<file path="config.mk">
export PLATFORM = sky130hd
export DESIGN_NAME = alu_cmd_ctrl
export DESIGN_NICKNAME = d
export VERILOG_FILES = /design/src/rtl/alu_cmd_ctrl.sv
export SDC_FILE = /design/constraint.sdc
export NUM_CORES = 1
export LEC_CHECK = 0
export BUFFER_PORTS_ARGS = -buffer_cell sky130_fd_sc_hd__buf_4
export CAP_MARGIN = 10
export CORE_UTILIZATION = 30
export CTS_CLUSTER_SIZE = 40
export DETAILED_ROUTE_END_ITERATION = 7
export HOLD_SLACK_MARGIN = 0.06
export SYNTH_ARGS = -nofsm -noshare
export SYNTH_HDL_FRONTEND = slang
export SYNTH_SLANG_ARGS = --single-unit
</file>
<file path="constraint.sdc">
create_clock -name clk -period 3.8 [get_ports clk]
set_input_delay 0.38 -clock clk [delete_from_list [all_inputs] [get_ports clk]]
set_output_delay 0.38 -clock clk [all_outputs]
set_load 0.005 [all_outputs]
</file>
<file path="src/rtl/alu_cmd_ctrl.sv">
// Byte-stream command controller for the system ALU.
// Parses CC/DD frames, fires the ALU, returns the result as two TX bytes.
module alu_cmd_ctrl #(
  parameter int DW = 8,
  parameter int ALU_TIMEOUT = 16,
  parameter logic [DW-1:0] CMD_ALU_OP = DW'(8'hCC),
  parameter logic [DW-1:0] CMD_ALU_NOP = DW'(8'hDD)
) (
  input  logic            clk,
  input  logic            rst,
  input  logic [DW-1:0]   rxData,
  input  logic            rxValid,
  input  logic [2*DW-1:0] aluOut,
  input  logic            aluOutValid,
  input  logic            txReady,
  output logic [DW-1:0]   opA,
  output logic [DW-1:0]   opB,
  output logic [3:0]      aluFun,
  output logic            aluEn,
  output logic [DW-1:0]   txData,
  output logic            txValid,
  output logic            busy,
  output logic            cmdErr
);

  localparam int CW = $clog2(ALU_TIMEOUT + 1);
  localparam logic [CW-1:0] TO_LAST = CW'(ALU_TIMEOUT - 1);

  localparam logic [2:0] S_IDLE  = 3'd0;
  localparam logic [2:0] S_GET_A = 3'd1;
  localparam logic [2:0] S_GET_B = 3'd2;
  localparam logic [2:0] S_GET_F = 3'd3;
  localparam logic [2:0] S_RUN   = 3'd4;
  localparam logic [2:0] S_WAIT  = 3'd5;
  localparam logic [2:0] S_TX_LO = 3'd6;
  localparam logic [2:0] S_TX_HI = 3'd7;

  logic [2:0]      state_q, state_d;
  logic [DW-1:0]   opa_q, opa_d;
  logic [DW-1:0]   opb_q, opb_d;
  logic [3:0]      fun_q, fun_d;
  logic [2*DW-1:0] res_q, res_d;
  logic [CW-1:0]   cnt_q, cnt_d;
  logic            err_q, err_d;

  // Next-state, register-load and error-pulse decision
  always_comb begin
    state_d = state_q;
    opa_d   = opa_q;
    opb_d   = opb_q;
    fun_d   = fun_q;
    res_d   = res_q;
    cnt_d   = cnt_q;
    err_d   = 1'b0;
    unique case (state_q)
      S_IDLE: begin
        if (rxValid) begin
          if (rxData == CMD_ALU_OP) begin
            state_d = S_GET_A;
          end else if (rxData == CMD_ALU_NOP) begin
            state_d = S_GET_F;
          end else begin
            err_d = 1'b1;
          end
        end
      end
      S_GET_A: begin
        if (rxValid) begin
          opa_d   = rxData;
          state_d = S_GET_B;
        end
      end
      S_GET_B: begin
        if (rxValid) begin
          opb_d   = rxData;
          state_d = S_GET_F;
        end
      end
      S_GET_F: begin
        if (rxValid) begin
          if (rxData[DW-1:4] != '0) begin
            err_d   = 1'b1;
            state_d = S_IDLE;
          end else begin
            fun_d   = rxData[3:0];
            state_d = S_RUN;
          end
        end
      end
      S_RUN: begin
        err_d   = rxValid;
        cnt_d   = '0;
        state_d = S_WAIT;
      end
      S_WAIT: begin
        err_d = rxValid;
        if (aluOutValid) begin
          res_d   = aluOut;
          state_d = S_TX_LO;
        end else if (cnt_q == TO_LAST) begin
          err_d   = 1'b1;
          state_d = S_IDLE;
        end else begin
          cnt_d = cnt_q + 1'b1;
        end
      end
      S_TX_LO: begin
        err_d = rxValid;
        if (txReady) state_d = S_TX_HI;
      end
      S_TX_HI: begin
        err_d = rxValid;
        if (txReady) state_d = S_IDLE;
      end
      default: state_d = S_IDLE;
    endcase
  end

  // State and datapath registers
  always_ff @(posedge clk or posedge rst) begin
    if (rst) begin
      state_q <= S_IDLE;
      opa_q   <= '0;
      opb_q   <= '0;
      fun_q   <= '0;
      res_q   <= '0;
      cnt_q   <= '0;
      err_q   <= 1'b0;
    end else begin
      state_q <= state_d;
      opa_q   <= opa_d;
      opb_q   <= opb_d;
      fun_q   <= fun_d;
      res_q   <= res_d;
      cnt_q   <= cnt_d;
      err_q   <= err_d;
    end
  end

  assign opA     = opa_q;
  assign opB     = opb_q;
  assign aluFun  = fun_q;
  assign aluEn   = (state_q == S_RUN);
  assign txValid = (state_q == S_TX_LO) || (state_q == S_TX_HI);
  assign txData  = (state_q == S_TX_HI) ? res_q[2*DW-1:DW] :
                   (state_q == S_TX_LO) ? res_q[DW-1:0] : '0;
  assign busy    = (state_q != S_IDLE);
  assign cmdErr  = err_q;

endmodule

</file>
==> metrics.yaml <==
power:
  vdd_drop_max_uv: 201
  pwr-share-comb_pct: 36.2
  fin_total_pwr_mw: 1.95
  p_per_area_nw_per_um2: 693
  swShare_pct: 31.0
  internal-power_mw: 1.34
  pwr-share-clk_pct: 19.4
  power_switching_mw: 0.604
  p_leak_nw: 1.36
  pwr-share-seq_pct: 44.4
clock_network:
  clkTransAtPathRegs_ns: 0.09
  cts_buffers: 5
  cts-root-buf: "clkbuf_8"
  cts.sink_count: 45
  clk_latency_ns: 0.29
  cts_resized: 0
  cts_tree: "yes"
  h-tree-depth: 2
  cts_hold_buf: 0
  cts_max_path_buffers: 2
  cts_setup_buffers: 0
timing:
  setup_tns_ns: 0
  fmax_mhz: 466
  period_minus_slack_ns: 2.15
  setup_viol: 0
  relSlewSlack_pct: 39.6
  period_share_pct: 56.5
  skew_ns: 0.00785
  hold_violations: 0
  drv_slew: 0
  grt_setup_unrepaired: "no"
  worst_slew_pin_slew_ns: 0.906
yosys:
  synth_fp_nets: 200
  synthDistinctLibCells: 43
  synthTopCellsByArea: "dfrtp_1 53%, mux2_2 12%, mux2_1 5.3%"
  synth_compound_area_share_pct: 6.83
  synth_mux_area_share_pct: 23.8
  syn-mean-instance-area_um2: 12.7
  syn_inst: 169
  ys_seq_elements: 45
  synth_top_family_by_area: "multiplexers"
  yosys_warnings: 0
  synth-simple-area-share_pct: 12.6
  synth_adder_area_share_pct: 1.17
  yosys.area_share.xor_xnor_pct: 0.409
  synth_top_cell_area_share_pct: 52.5
  synth_area_um2: 2140
  post-synth-top-area-cell: "dfrtp_1"
  ys_seq_area_share_pct: 52.5
grt:
  grt_pass1_vias: 1374
  antenna_found_initial: 0
  grt_max_degree: 46
  grt_pass1_wl_mm: 7.15
  globalRoute.totalOverflow: 0
  track_usage_pct: 12.6
setup_path:
  crit_type: "register to output pin"
  path_buf_inv: 1
  cp-start-kind: "register"
  end_kind: "output pin"
  required_ns: 3.42
  crit_chain: "mux2i_1 -> nor2_1 -> buf_4"
  crit_slowest_cell: "dfrtp_1"
  worstPathMaxFanout: 20
  crit_family: "flip-flops"
  cp_data_arrival_time_ns: 1.77
  cpPeakStageDelay_ns: 0.95
routing:
  highest_layer: "met4"
  vias_per_cell: 4.52
  wl_mm: 4.48
  met2_length_mm: 2.08
  wl_per_cell_um: 13.7
  route.met3.wl_um: 178
  initialDrtViolationCount: 93
  ant_nets: 0
  num_vias: 1481
  dr.pass1.iters: 4
  drc: 0
  m1WireLength_mm: 2.15
floorplan:
  die-height_um: 86.5
  core_um2: 6830
  start_util_pct: 31.4
  ioPinCount: 61
  die_x_um: 86.5
  die-area_um2: 7490
  rows: 30
finish:
  synthToLayoutAreaGrowth_pct: 31.0
  drive_gt1_share_pct: 45.3
  layout_common_cells: "61 x buf_4, 45 x dfrtp_1, 22 x mux2_2"
  fin_nets: 262
  final_common_cell: "buf_4"
  num_antenna_cells: 0
run:
  maxCapViolations: 0
placement:
  numPortBuffers: 60
  gp_congestion: 0.827
  dp_hpwl_mm: 3.23
status:
  status: "finished clean"
hold_path:
  hold_class: "input pin to async pin"
==> registers in the layout, indices dropped and copies added, names as in the netlist <==
name / count
aluFun: 4
state_q: 3
res_q: 16
cmdErr: 1
opA: 8
cnt_q: 5
opB: 8
==> final timing paths <==
kind	end	slack (ns)	from	cells past startpoint
setup / recovery	txData[7]	1.65	state_q[0]	3
hold / removal	state_q[2]	0.22	rst	3
setup reg to reg	res_q[0]	1.67	state_q[0]	3
hold reg to reg	res_q[3]	0.50	res_q[3]	1
max in group asynchronous	res_q[0]	3.20	rst	3
min in group clk	res_q[1]	0.29	aluOut[1]	2
==> cell type report <==
class,instances,area (um2)
Inverter,6,22.5
Clock buffer,6,82.6
Sequential cell,45,1130
Multi-Input combinational cell,112,961
Clock inverter,2,37.5
Tap cell,96,120
Fill cell,670,4020
Timing Repair Buffer,61,458
==> stage by stage <==
| stage | instance area [um2] | worst slack (ns) | hold slack [ns] | utilization, % | instances |
|---|---|---|---|---|---|
| final | 2810 | 1.65 | 0.222 | 41.1 | 328 |
| after global routing | 2810 | 1.52 | 0.263 | 41.1 | 328 |
| after CTS | 2810 | 1.65 | 0.235 | 41.1 | 328 |
| after detailed placement | 2690 | 1.66 | 0.481 | 39.3 | 320 |
| after global placement | 2690 | 1.69 | 0.474 | 39.3 | 320 |
| after floorplan | 2140 | 1.98 | 0.464 | - | 169 |
==> per-layer routing <==
layer / vias up / GRT usage, %
li1: 723 / -
met3: 5 / 3.05
met4: 0 / 4.55
met5: - / 0
met1: 722 / 18.8
met2: 31 / 17.7
==> logic make-up after synthesis <==
group                    after synthesis
AND/OR/NAND/NOR                       41
buffers and inverters                 12
adder cells (fa/ha/maj)                2
XOR/XNOR                               1
flip-flops                            45
multiplexers                          45
AO/OA/AOI/OAI                         23
==> synthesized netlist by cell type (all sizes together) <==
library cell and n:
a21o 1, nor4b 1, inv 6, a22o 3
o31ai 1, and3 2, mux2i 9, nand3b 1
ha 2, o22ai 1, nand2b 2, nand2 10
and2b 1, nand4 1, nor3b 1, o41ai 1
or4 1, nor2b 1, or2 2, buf 5
o311ai 1, a31oi 1, o21ai 10, xor2 1
a21oi 2, nor2 13, nand4bb 1, nand3 2
mux2 36, a22oi 1, a211oi 1, clkbuf 1
dfrtp 45, nor3 2
==> worst min-delay path, stage by stage <==
cell      delay [ns]
buf_4           0.11
clkinv_1        0.03
buf_4           0.46
==> power groups by stage <==
stage | logic (mW) | clock network, mW | registers, mW
2_1_floorplan | 0.482 | 0 | 0.803
3_3_place_gp | 0.704 | 0 | 0.870
3_5_place_dp | 0.713 | 0 | 0.876
4_1_cts | 0.717 | 0.390 | 0.865
5_1_grt | 0.777 | 0.410 | 0.898
6_report | 0.705 | 0.377 | 0.865
Note: power is estimated with default switching activity, not from simulation.
